===== config.mk =====
export PLATFORM = sky130hd
export DESIGN_NAME = serial_byte_assembler_flat
export DESIGN_NICKNAME = d
export VERILOG_FILES = /design/src/rtl/serial_byte_assembler_pkg.sv /design/src/rtl/serial_byte_assembler_if.sv /design/src/rtl/serial_byte_assembler_shift_reg.sv /design/src/rtl/serial_byte_assembler.sv /design/src/flat_wrapper.sv
export SDC_FILE = /design/constraint.sdc
export NUM_CORES = 1
export LEC_CHECK = 0
export ABC_AREA = 1
export CAP_MARGIN = 10
export CORE_UTILIZATION = 45
export CTS_BUF_LIST = sky130_fd_sc_hd__clkbuf_2
export CTS_CLUSTER_DIAMETER = 120
export CTS_CLUSTER_SIZE = 12
export DETAILED_ROUTE_END_ITERATION = 6
export GPL_TIMING_DRIVEN = 0
export HOLD_SLACK_MARGIN = 0.08
export PLACE_DENSITY = 0.69
export SETUP_SLACK_MARGIN = 0.2
export SLEW_MARGIN = 0
export SYNTH_ARGS = -nofsm -noshare
export SYNTH_HDL_FRONTEND = slang
export SYNTH_SLANG_ARGS = --single-unit

===== constraint.sdc =====
create_clock -name Clk -period 1.8 [get_ports Clk]
set_input_delay 0.36 -clock Clk [delete_from_list [all_inputs] [get_ports Clk]]
set_output_delay 0.36 -clock Clk [all_outputs]
set_load 0.005 [all_outputs]

===== src/rtl/serial_byte_assembler_pkg.sv =====
// Shared types and defaults for the serial byte assembler.
package serial_pkg;

  localparam int unsigned WIDTH_DEF = 8;
  localparam int unsigned CNT_W_DEF = 3;

  typedef enum logic [1:0] {
    IDLE   = 2'd0,
    SHIFT  = 2'd1,
    PARITY = 2'd2
  } state_e;

  // XOR of all bits; 1 means the word holds an odd number of ones.
  function automatic logic even_parity(input logic [WIDTH_DEF-1:0] word);
    return ^word;
  endfunction

endpackage


===== src/rtl/serial_byte_assembler_if.sv =====
// Serial input stream plus valid/ready word output of the assembler.
interface serial_byte_assembler_if #(
  parameter int unsigned WIDTH = 8
);
  logic             sin;
  logic             sin_valid;
  logic             frame_start;
  logic             ovr_clr;
  logic             out_ready;
  logic [WIDTH-1:0] out_data;
  logic             out_valid;
  logic             parity_err;
  logic             overrun;

  modport master (
    output sin, sin_valid, frame_start, ovr_clr, out_ready,
    input  out_data, out_valid, parity_err, overrun
  );

  modport slave (
    input  sin, sin_valid, frame_start, ovr_clr, out_ready,
    output out_data, out_valid, parity_err, overrun
  );
endinterface


===== src/rtl/serial_byte_assembler_shift_reg.sv =====
// Indexed bit-load register with clear and running parity accumulator.
module serial_shift_reg #(
  parameter int unsigned WIDTH = 8,
  parameter int unsigned CNT_W = 3
) (
  input  logic             clk,
  input  logic             rst_n,
  input  logic             clr_i,
  input  logic             load_i,
  input  logic [CNT_W-1:0] idx_i,
  input  logic             bit_i,
  output logic [WIDTH-1:0] word_o,
  output logic             par_o,
  output logic [WIDTH-1:0] word_nxt_c_o,
  output logic             par_nxt_c_o
);

  logic [WIDTH-1:0] word_q, word_d;
  logic             par_q, par_d;

  // Clear takes effect first so a restart bit lands in an empty word.
  always_comb begin
    word_d = clr_i ? '0 : word_q;
    par_d  = clr_i ? 1'b0 : par_q;
    if (load_i) begin
      word_d[idx_i] = bit_i;
      par_d         = par_d ^ bit_i;
    end
  end

  // Word and parity registers.
  always_ff @(posedge clk or negedge rst_n) begin
    if (!rst_n) begin
      word_q <= '0;
      par_q  <= 1'b0;
    end else begin
      word_q <= word_d;
      par_q  <= par_d;
    end
  end

  assign word_o       = word_q;
  assign par_o        = par_q;
  assign word_nxt_c_o = word_d;
  assign par_nxt_c_o  = par_d;

endmodule


===== src/rtl/serial_byte_assembler.sv =====
// Collects an LSB-first framed serial stream into a word with optional
// even-parity check and presents it on a one-entry valid/ready buffer.
module serial_byte_assembler
  import serial_pkg::*;
#(
  parameter int unsigned WIDTH     = WIDTH_DEF,
  parameter int unsigned PARITY_EN = 1,
  parameter int unsigned CNT_W     = CNT_W_DEF
) (
  input  logic                  Clk,
  input  logic                  reset,
  serial_byte_assembler_if.slave bus
);

  state_e           state_q, state_d;
  logic [CNT_W-1:0] cnt_q, cnt_d;

  logic [WIDTH-1:0] out_data_q, out_data_d;
  logic             out_valid_q, out_valid_d;
  logic             parity_err_q, parity_err_d;
  logic             overrun_q, overrun_d;

  logic             sr_clr, sr_load, data_bit;
  logic [CNT_W-1:0] sr_idx;
  logic [WIDTH-1:0] sr_word, sr_word_nxt;
  logic             sr_par, sr_par_nxt;

  logic             complete;
  logic [WIDTH-1:0] done_word;
  logic             done_perr;

  serial_shift_reg #(
    .WIDTH (WIDTH),
    .CNT_W (CNT_W)
  ) u_shift (
    .clk          (Clk),
    .rst_n        (reset),
    .clr_i        (sr_clr),
    .load_i       (sr_load),
    .idx_i        (sr_idx),
    .bit_i        (bus.sin),
    .word_o       (sr_word),
    .par_o        (sr_par),
    .word_nxt_c_o (sr_word_nxt),
    .par_nxt_c_o  (sr_par_nxt)
  );

  // Frame FSM: bit placement, abort on restart, completion detection.
  always_comb begin
    state_d   = state_q;
    cnt_d     = cnt_q;
    sr_clr    = 1'b0;
    sr_load   = 1'b0;
    sr_idx    = cnt_q;
    data_bit  = 1'b0;
    complete  = 1'b0;
    done_word = sr_word_nxt;
    done_perr = 1'b0;
    if (bus.sin_valid) begin
      if (bus.frame_start) begin
        sr_clr   = 1'b1;
        sr_load  = 1'b1;
        sr_idx   = '0;
        data_bit = 1'b1;
      end else begin
        case (state_q)
          SHIFT: begin
            sr_load  = 1'b1;
            data_bit = 1'b1;
          end
          PARITY: begin
            complete  = 1'b1;
            done_word = sr_word;
            done_perr = sr_par ^ bus.sin;
            state_d   = IDLE;
            cnt_d     = '0;
          end
          default: ;
        endcase
      end
      if (data_bit) begin
        if (sr_idx == CNT_W'(WIDTH - 1)) begin
          cnt_d = '0;
          if (PARITY_EN != 0) begin
            state_d = PARITY;
          end else begin
            state_d  = IDLE;
            complete = 1'b1;
          end
        end else begin
          state_d = SHIFT;
          cnt_d   = sr_idx + CNT_W'(1);
        end
      end
    end
  end

  // Output buffer, handshake and sticky overrun; a new drop beats a clear.
  always_comb begin
    out_data_d   = out_data_q;
    out_valid_d  = out_valid_q;
    parity_err_d = parity_err_q;
    overrun_d    = overrun_q & ~bus.ovr_clr;
    if (complete) begin
      if (!out_valid_q || bus.out_ready) begin
        out_data_d   = done_word;
        parity_err_d = done_perr;
        out_valid_d  = 1'b1;
      end else begin
        overrun_d = 1'b1;
      end
    end else if (out_valid_q && bus.out_ready) begin
      out_valid_d = 1'b0;
    end
  end

  // State and output registers.
  always_ff @(posedge Clk or negedge reset) begin
    if (!reset) begin
      state_q      <= IDLE;
      cnt_q        <= '0;
      out_data_q   <= '0;
      out_valid_q  <= 1'b0;
      parity_err_q <= 1'b0;
      overrun_q    <= 1'b0;
    end else begin
      state_q      <= state_d;
      cnt_q        <= cnt_d;
      out_data_q   <= out_data_d;
      out_valid_q  <= out_valid_d;
      parity_err_q <= parity_err_d;
      overrun_q    <= overrun_d;
    end
  end

  assign bus.out_data   = out_data_q;
  assign bus.out_valid  = out_valid_q;
  assign bus.parity_err = parity_err_q;
  assign bus.overrun    = overrun_q;

endmodule


===== src/flat_wrapper.sv =====
// flat-port wrapper written by rule: the top's interface ports become plain ports
module serial_byte_assembler_flat import serial_pkg::*;
#(
  parameter int unsigned WIDTH     = WIDTH_DEF,
  parameter int unsigned PARITY_EN = 1,
  parameter int unsigned CNT_W     = CNT_W_DEF
)
  (Clk, reset, bus_sin, bus_sin_valid, bus_frame_start, bus_ovr_clr, bus_out_ready, bus_out_data, bus_out_valid, bus_parity_err, bus_overrun);
  serial_byte_assembler_if #(.WIDTH(WIDTH)) bus_i ();
  input  logic Clk;
  input  logic reset;
  input wire logic [$bits(bus_i.sin)-1:0] bus_sin;
  input wire logic [$bits(bus_i.sin_valid)-1:0] bus_sin_valid;
  input wire logic [$bits(bus_i.frame_start)-1:0] bus_frame_start;
  input wire logic [$bits(bus_i.ovr_clr)-1:0] bus_ovr_clr;
  input wire logic [$bits(bus_i.out_ready)-1:0] bus_out_ready;
  output wire logic [$bits(bus_i.out_data)-1:0] bus_out_data;
  output wire logic [$bits(bus_i.out_valid)-1:0] bus_out_valid;
  output wire logic [$bits(bus_i.parity_err)-1:0] bus_parity_err;
  output wire logic [$bits(bus_i.overrun)-1:0] bus_overrun;
  assign bus_i.sin = bus_sin;
  assign bus_i.sin_valid = bus_sin_valid;
  assign bus_i.frame_start = bus_frame_start;
  assign bus_i.ovr_clr = bus_ovr_clr;
  assign bus_i.out_ready = bus_out_ready;
  assign bus_out_data = bus_i.out_data;
  assign bus_out_valid = bus_i.out_valid;
  assign bus_parity_err = bus_i.parity_err;
  assign bus_overrun = bus_i.overrun;
  serial_byte_assembler #(.WIDTH(WIDTH), .PARITY_EN(PARITY_EN), .CNT_W(CNT_W)) u_core (.Clk(Clk), .reset(reset), .bus(bus_i));
endmodule

# == After elaboration in Yosys (flattened, before gate mapping) ==
# Cells that the tools add are included.
# op_classes
n_mux,38
addsub,1
bitwise_logic,4
n_reduce_logical,9
n_eq_ne,5
n_lt_le_gt_ge,2
# ops
op,count
2-to-1 mux 8 bit,5
2-to-1 mux 3 bit,7
2-to-1 mux 1 bit,20
bitwise mux 8 bit,1
2-to-1 mux 2 bit,4
"less-than comparator 3 x 4 -> 1 bit, second input constant",1
AND reduction 2 bit,2
nonzero test 2 bit,2
"adder 3 x 1 -> 3 bit, second input constant",1
demux 1 bit (select 3 bit),1
"== test 3 bit, second input constant",1
">= comparator 3 x 1 -> 1 bit, second input constant",1
AND reduction 3 bit,1
"== test 2 x 1 -> 1 bit, second input constant",1
"== test 2 bit, second input constant",1
logical AND 1 bit,2
"inequality test 2 x 1 -> 1 bit, second input constant",1
"inequality test 2 bit, second input constant",1
bitwise XOR 1 bit,2
AND 1 bit,1
logical NOT 1 bit,1
logical OR 1 bit,1
NOT 1 bit,1
# totals
out_inout_bits,11
in_bits,7
ff_bits,25

# == Longest topological paths before layout ==
# Gate-level depths: netlist of run 1.
# logic_depth
depth_word,12
depth_mapped,8
depth_no_buf,7

# == Modules after synthesis ==
# From an unflattened synthesis of run 1, not the netlist that was laid out.
# hier_totals
hier_cells,170
hier_area_um2,1312.5
# by_module_without_submodules
mod,area_per_inst_um2,seq_area_each_um2,n_inst,cells_per_inst
serial_byte_assembler,819.5,400.4,1,97
serial_shift_reg,493.0,225.2,1,73

# == Least setup slack after synthesis of run 1 ==
# OpenSTA, ideal clock, no wires.
# synth_timing
path_type,reg-to-reg
start,reg u_core.state_q[0]
end,"reg u_core.out_data_q[0], in the netlist u_core.bus.out_data[0]"
path_slack_ps,665
setup_time_ps,117
t_required_ps,1683
period_less_slack_ps,1135
arrival_ps,1018
path_stages_with_launch,8
path_buffers,1
cell_sequence,dfrtp_1 > nor2_2 > nand2_2 > nor2_4 > inv_2 > buf_6 > nand2_2 > o21ai_2
# synth_via
elab_chain_cells,8
elab_cells_between_ends,13
cone_classes,eq/ne: 2; mux: 10; reduce/logical: 1
# synth_lines
item,line_no,text
"start, declared",serial_byte_assembler.sv:15,"state_e state_q, state_d;"
"start signal, assigned",serial_byte_assembler.sv:127,state_q <= state_d;
== test 2 x 1 -> 1 bit,serial_byte_assembler.sv:66,case (state_q)
2-to-1 mux 1 bit,serial_byte_assembler.sv:66,
2-to-1 mux 1 bit,serial_byte_assembler.sv:60,if (bus.frame_start) begin
2-to-1 mux 1 bit,serial_byte_assembler.sv:59,if (bus.sin_valid) begin
2-to-1 mux 8 bit,serial_byte_assembler_shift_reg.sv:25,if (load_i) begin
2-to-1 mux 8 bit,serial_byte_assembler.sv:66,
2-to-1 mux 8 bit,serial_byte_assembler.sv:60,
2-to-1 mux 8 bit,serial_byte_assembler.sv:59,
"end signal, assigned",serial_byte_assembler.sv:129,out_data_q <= out_data_d;
"end, declared",serial_byte_assembler.sv:18,"logic [WIDTH-1:0] out_data_q, out_data_d;"
# Parallel ways exist; a longest one is shown, timed or not.
# A chain may end at the register's enable or synchronous reset.

# == Worst setup path after layout of run 1 ==
# layout_timing
start,in bus_frame_start
end,"reg u_core.u_shift.word_q[5], in the netlist u_core.u_shift.word_o[5]"
# layout_via
elab_chain_cells,9
elab_cells_between_ends,15
cone_classes,order compare: 2; mux: 12; reduce/logical: 1
# layout_lines
item,line_no,text
"start, declared",flat_wrapper.sv:14,input wire logic [$bits(bus_i.frame_start)-1:0] bus_frame_start;
2-to-1 mux 3 bit,serial_byte_assembler.sv:60,
2-to-1 mux 3 bit (2 in series),serial_byte_assembler.sv:59,
less-than comparator 3 x 4 -> 1 bit (implied by the code) or >= comparator 3 x 1 -> 1 bit (tied branches),serial_byte_assembler_shift_reg.sv:26,word_d[idx_i] = bit_i;
logical AND 1 bit (implied by the code),serial_byte_assembler_shift_reg.sv:26,
2-to-1 mux 1 bit (implied by the code),serial_byte_assembler_shift_reg.sv:26,
demux 1 bit (select 3 bit),serial_byte_assembler_shift_reg.sv:26,
bitwise mux 8 bit,serial_byte_assembler_shift_reg.sv:26,
2-to-1 mux 8 bit (*),serial_byte_assembler_shift_reg.sv:25,
net u_core.sr_word_nxt[5],serial_byte_assembler.sv:25,"logic [WIDTH-1:0] sr_word, sr_word_nxt;"
"end signal, assigned",serial_byte_assembler_shift_reg.sv:37,word_q <= word_d;
"end, declared",serial_byte_assembler_shift_reg.sv:18,"logic [WIDTH-1:0] word_q, word_d;"
# Mark *: on every way through the listed nets, which the timed path passes. The rest lies on a longest branch. The select of a mux whose other input is x is not followed.

==> impl_results.md, run 1 <==
- Outcome: finished clean
- Net Switching: 326 uW
- Seq cells post-synth: 25
- DP HPWL: 1.59 mm
- Gr usage total: 18.4%
- Synth area leaders: dfrtp_1 54%, nand2_1 15%, inv_1 5.8%
- Chip width: 53.0 microns
- F_max: 0.695 GHz
- Wire per inst: 10.9 microns
- Share of layout cells above drive strength 1: 12.0%
- Fin Hold WS: 0.495 ns
- Cells after Synth: ~140
- Setup-failing EPs final: 0
- Net switching fraction of the power: 30.0%
- Number of synthesized flops with an enable pin: 0
- Syn_area_per_cell: just over 8 sq um
- Antenna diode count: 0
- Die footprint: between 0.002 and 0.003 sq mm
- Max cap viols: 0
- Static Leak: 0.905 nW
- Initial antenna violation count: 0
- Clock Sinks: 25
- # IOs: 18
- Primary FF master, synth: dfrtp_1
- Yosys top cell area share: between 50% and 60%
- CP max FO: 7
- YS warnings: 0
- Hold crit path type: register to register
- PD cells: roughly 750 mW/mm^2
- Clk_lat worst skew: 0.34 ns
- Reg2Reg Setup Slack: roughly 0.52 ns
- Dpl ws: -0.00528 ns
- Sequential power share: 60.6%
- Crit Path Category: input port to register
- Post-route setup slack: 0.362 ns
- Worst VDD drop: ~0.57 mV
- Fin Clk Skew: 0.00174 ns
- Slew Limit Fails: 0
- Layout area overhead: 23.8%
- Worst-Margin Slew: roughly 1.1 ns
- Register area: 626 sq um
- Pin count of the biggest net entering global routing: 26
- # port buffers: 17
- Initial core utilization: 47.6%
- RSZ-0062 raised after global routing: no
- Post-synth net total: 150
- Multi-input logic area: 445 sq um
- Num CTS Buffers: 3
- Relative slew slack: 29.8%
- Total power: 1.09 mW
- CORE AREA: between 0.002 and 0.0025 sq mm
- Async S/R FF share, synth: between 90% and 100%
- Comb power frac: 19.8%
- Nature of the critical path endpoint: register
- Filler cells: around 230
- Global-route wire length before repair: roughly 3.7 mm
- Antenna viol nets, final: 0
- R2R depth: 7
- Mapped Area: 0.00117 sq mm
- P_int: roughly 760 uW
- DRC viols: 0
- Arrival @ worst endpoint: 1.70 ns
- Req. time, crit path: 2.06 ns
- Via density: 4.83
- Drt first-iter violations: 17
- Count leader, synth: nand2_1
- Clk pin slew, worst setup/hold paths: 0.22 ns
- H-tree depth: 1
- Worst Hold Path Cells: 2
- Routed vias: approximately 950
- Pre-Repair DR Iteration Count: 4
- Clock power frac: between 15 and 20%
- Root buf cell: clkbuf_2
- Fin. Hold Viols: 0
- Post-layout nets: 176
- Tmin final: 1.44 ns
- Std cell rows: 18
- Synth cell types: 21
- Setup_tns: 0 ns
- Sequential cell area fraction in the yosys report: 53.5%
- Total gr overflow: 0
- Area leader, netlist: dfrtp_1
- WL final: 2.15 mm
- Placer Congestion: 0.743
- Die Ht: 53.0 microns
- Vias in the first global route: 889
- Post-synth top cells: 48 x nand2_1, 25 x dfrtp_1, 18 x inv_1
- CTS tree: yes
- Final Cycle Share: 79.9%
- Clock buffer depth: 2
- Critical Path Source Type: input port
worst max-delay path, cell delays in order:
cell	delay [ns]
clkdlybuf4s50_1	0.46
inv_1	0.13
nand2_1	0.16
nor2_1	0.24
nand2_1	0.10
o21ai_0	0.18
inv_1	0.07
layout by cell type (no fill, tap or decap):
| master | count |
|---|---|
| nand2_1 | 48 |
| dfrtp_1 | 25 |
| inv_1 | 18 |
| nor2_1 | 13 |
| o21ai_0 | 11 |
| dlymetal6s2s_1 | 9 |
| buf_4 | 6 |
| nand3_1 | 6 |
| clkdlybuf4s50_1 | 6 |
| nand2_2 | 3 |
| o21ai_2 | 3 |
| clkbuf_2 | 3 |
| nand4_1 | 2 |
| dlygate4sd2_1 | 2 |
| nor2_2 | 1 |
| o22ai_1 | 1 |
| nand3b_1 | 1 |
| o21ai_1 | 1 |
| xor2_1 | 1 |
| nor2_4 | 1 |
| inv_2 | 1 |
| buf_6 | 1 |
| o21a_1 | 1 |
| xnor2_1 | 1 |
| ha_1 | 1 |
| clkinv_2 | 1 |
per-stage QoR:
step	util [%]	cells	instance area (sq um)
floorplan	-	142	1170
global placement	56.1	189	1380
detailed placement	56.1	189	1380
CTS	57.7	196	1420
global route	58.9	197	1450
finish	58.9	197	1450
kinds of logic (layout without fill, tap and decap cells):
family,Yosys count,count (layout),share of synthesized area (%)
adder cells (fa/ha/maj),1,1,1.07
buffers and inverters,22,47,8.35
flip-flops,25,25,53.5
AND/OR/NAND/NOR,75,75,27.0
XOR/XNOR,2,2,1.50
AO/OA/AOI/OAI,17,17,8.57
path summary, 6_finish.rpt:
path | end | start
worst max-delay path | u_core.u_shift.word_o[5]$_DFF_PN0_ | bus_frame_start
worst min-delay path | u_core.bus.out_data[4]$_DFFE_PN0P_ | u_core.bus.out_data[4]$_DFFE_PN0P_
worst max register to register | u_core.bus.out_data[0]$_DFFE_PN0P_ | u_core.state_q[0]$_DFFE_PN0P_
worst min register to register | u_core.bus.out_data[4]$_DFFE_PN0P_ | u_core.bus.out_data[4]$_DFFE_PN0P_
max in group asynchronous | u_core.bus.parity_err$_DFFE_PN0P_ | reset
min in group asynchronous | u_core.bus.out_data[7]$_DFFE_PN0P_ | reset
state kept, by name (all words and copies together), names as in the netlist:
signal	count
u_core.bus.out_data	8
u_core.u_shift.word_o	8
u_core.cnt_q	3
u_core.state_q	2
u_core.bus.out_valid	1
u_core.bus.overrun	1
u_core.bus.parity_err	1
u_core.u_shift.par_o	1
layout make-up:
cell class	instances	share of cell area [%]
Inverter	19	4.93
Timing Repair Buffer	21	15.2
Clock buffer	3	1.04
Multi-Input combinational cell	95	30.8
Sequential cell	25	43.3
Tap cell	30	2.60
Buffer	3	1.82
Clock inverter	1	0.346
per-layer routing:
metal | vias up | share of wire, % | wire, microns | track usage, %
li1 | 491 | - | - | -
met1 | 435 | 48 | 1030 | 22.3
met2 | 21 | 47 | 1000 | 31.2
met3 | 5 | 3.9 | 84 | 3.16
met4 | 0 | 1.4 | 31 | 9.21
met5 | - | 0 | 0 | 0
power by group through the flow:
stage,Clock [mW],Combinational [mW],Sequential (mW)
after floorplan,0,0.139,0.663
after global placement,0,0.203,0.666
after detailed placement,0,0.212,0.672
after CTS,0.217,0.217,0.660
after global routing,0.239,0.248,0.670
final,0.213,0.216,0.660
timing repair:
item                       CTS  global route
buffers inserted             3             1
gates cloned                 0             0
hold buffers                 0             0
setup endpoints to repair    5             9
resized for setup            2             9
Power figures use the tool's default switching activity.
==> inputs of run 2 (changes only) <==
==> constraint.sdc (replaced) <==
create_clock -name Clk -period 1.4 [get_ports Clk]
set_input_delay 0.28 -clock Clk [delete_from_list [all_inputs] [get_ports Clk]]
set_output_delay 0.28 -clock Clk [all_outputs]
set_load 0.005 [all_outputs]
==> run 2 against run 1 <==
Net effect: critical path depth unchanged; non-clock buffer count increased by 6; design area increased by 4.4%.
==> impl_results.md, run 2 (synthesis gave the netlist of run 1 again) <==
- Clock Sinks: 25
- Clk pin slew, worst setup/hold paths: ~0.23 ns
- Dpl ws: -0.325 ns
- # IOs: 18
- Most frequent cells in the layout: 38 x nand2_1, 24 x dfrtp_1, 17 x inv_1
- Via density: 4.92
- Root buf cell: clkbuf_2
- CP max-delay cell: dfrtp_1
- Req. time, crit path: 1.70 ns
- Commonest non-fill, non-tap cell in the layout: nand2_1
- DR top layer: met4
- WL final: between 2 and 2.5 mm
- Initial core utilization: 47.6%
- Share of layout cells above drive strength 1: 31.2%
- Worst VDD drop: 0.748 mV
- CTS tree: yes
- Routed vias: 999
- Setup-failing EPs final: 0
- Total length of routed met3 wires: roughly 110 microns
- Hold buffers post-CTS: 0
- CP max stage delay: 0.40 ns
- Clock power frac: 19.4%
- Net switching fraction of the power: 31.3%
- Hold crit path type: input port to async pin
- Die footprint: 0.00280 sq mm
- Drt first-iter violations: 22
- Nature of the critical path endpoint: register
- Antenna diode count: 0
- Net Switching: 452 uW
- Met2 routed WL: 1.24 mm
- Placed cells: between 150 and 200
- Outcome: finished clean
- Clock buffer depth: 2
- DRT met1 WL: about 1.0 mm
- # port buffers: 17
- Clk_lat worst skew: 0.35 ns
- H-tree depth: 1
- Pre-Repair DR Iteration Count: 4
- Worst-Margin Slew: 1.07 ns
- Delay-heaviest family, CP: simple AND/OR/NAND/NOR gates
- Num CTS Buffers: 3
- Crit Path Category: register to register
- Filler cells: roughly 220
- DRC viols: 0
- Total gr overflow: 0
- Post-layout nets: 182
- Slew Limit Fails: 0
- Sequential power share: 59.2%
- Final Cycle Share: between 80% and 90%
- Die Ht: 53.0 microns
- Wire per inst: 12.0 microns
- CORE AREA: 0.00245 sq mm
- Antenna viol nets, final: 0
- Initial antenna violation count: 0
- RSZ-0062 raised after global routing: yes
- DP HPWL: between 1.5 and 2 mm
- Gr usage total: 19.7%
- Placer Congestion: between 0.7 and 0.8
- Relative slew slack: around 28%
- Buf/Inv on CP: 2
- CP Cell Sequence: nand2_1, nor2_2, nand2_2, nor2_4, inv_2, clkbuf_16, o21ai_2
- F_max: 0.827 GHz
- Critical Path Source Type: register
- Pin count of the biggest net entering global routing: 26
- Max cap viols: 0
- Tmin final: 1.21 ns
- P_int: 990 uW
- Final Non-Filler Cells: 203
- Comb power frac: 21.4%
- Final core occ: 61.5%
- Std cell rows: 18
- Chip width: between 50 and 60 microns
- Global-route wire length before repair: 3.92 mm
- Fin Clk Skew: 0.00678 ns
- Post-route setup slack: 0.191 ns
- Static Leak: 0.820 nW
- PD cells: 955 mW/mm^2
- Fin. Hold Viols: 0
- Setup_tns: 0 ns
- Arrival @ worst endpoint: 1.51 ns
- Layout area overhead: 29.2%
- CP max FO: 5
- Vias in the first global route: 927
## run 2: changes by cell type in the layout (fill, tap and decap cells not counted), sizes merged
cell           before  now
buf                 7   22
dlymetal6s2s        9    1
clkdlybuf4s50       6    3
clkbuf              3    5
## run 2: worst paths after layout
kind                                               startpoint                                  to  slack [ns]  cells after the start
min in group Clk                              bus_frame_start         u_core.cnt_q[1]$_DFFE_PN0P_        0.39                      4
setup reg to reg                u_core.state_q[1]$_DFFE_PN0P_  u_core.bus.out_data[2]$_DFFE_PN0P_        0.19                      7
hold reg to reg            u_core.bus.out_data[6]$_DFFE_PN0P_  u_core.bus.out_data[6]$_DFFE_PN0P_        0.51                      2
hold / removal                                          reset  u_core.bus.out_data[1]$_DFFE_PN0P_        0.08                      1
max in group asynchronous                               reset         u_core.cnt_q[1]$_DFFE_PN0P_        0.62                      1
setup / recovery                u_core.state_q[1]$_DFFE_PN0P_  u_core.bus.out_data[2]$_DFFE_PN0P_        0.19                      7
## run 2: repair_timing
item | CTS | global route
pin swaps | 2 | 5
buffers inserted | 6 | 2
cloned | 0 | 2
setup endpoints to repair | 29 | 57
gates resized for setup | 54 | 17
## run 2: cell type report
type                    instances  area [sq um]  share of cell area, %
inverters                      19          71.3                   4.72
flip-flops and latches         25           627                   41.5
plain buffers                   3          37.5                   2.49
multi-input cells              95           505                   33.5
well taps                      30          37.5                   2.49
clock buffers                   3          15.0                  0.994
repair buffers                 27           211                   14.0
clock inverters                 1          5.00                  0.331
## run 2: through the flow
stage,power [mW],hold WS (ns),cell area (sq um)
6_report,1.44,0.0804,1510
5_1_grt,1.52,0.158,1510
4_1_cts,1.42,0.403,1420
3_5_place_dp,1.14,0.458,1380
3_3_place_gp,1.12,0.453,1380
2_1_floorplan,1.03,-0.0156,1170
## run 2: worst register-to-register path, cell delays in order (launching register included)
cell       delay (ns)
dfrtp_1          0.40
nand2_1          0.07
nor2_2           0.14
nand2_2          0.09
nor2_4           0.13
inv_2            0.08
clkbuf_16        0.16
o21ai_2          0.10
## run 2: power groups by stage
stage / Sequential, mW / Clock [mW] / Combinational [mW]
2_1_floorplan: 0.852 / 0 / 0.178
3_3_place_gp: 0.857 / 0 / 0.260
3_5_place_dp: 0.864 / 0 / 0.272
4_1_cts: 0.851 / 0.279 / 0.287
5_1_grt: 0.864 / 0.307 / 0.350
6_report: 0.854 / 0.280 / 0.308
## run 2: per-layer routing
layer | vias to the layer above | track usage (%)
met5 | - | 0
met4 | 0 | 9.21
met3 | 7 | 3.16
met1 | 467 | 23.4
li1 | 499 | -
met2 | 26 | 34.2
==> inputs of run 3 (changes only) <==
--- a/config.mk
+++ b/config.mk
@@ -9,7 +9,7 @@
 export CAP_MARGIN = 10
 export CORE_UTILIZATION = 45
 export CTS_BUF_LIST = sky130_fd_sc_hd__clkbuf_2
-export CTS_CLUSTER_DIAMETER = 120
+export CTS_CLUSTER_DIAMETER = 200
 export CTS_CLUSTER_SIZE = 12
 export DETAILED_ROUTE_END_ITERATION = 6
 export GPL_TIMING_DRIVEN = 0
==> results of run 3 <==
Final layout, timing and power as in run 2 (identical DEF).
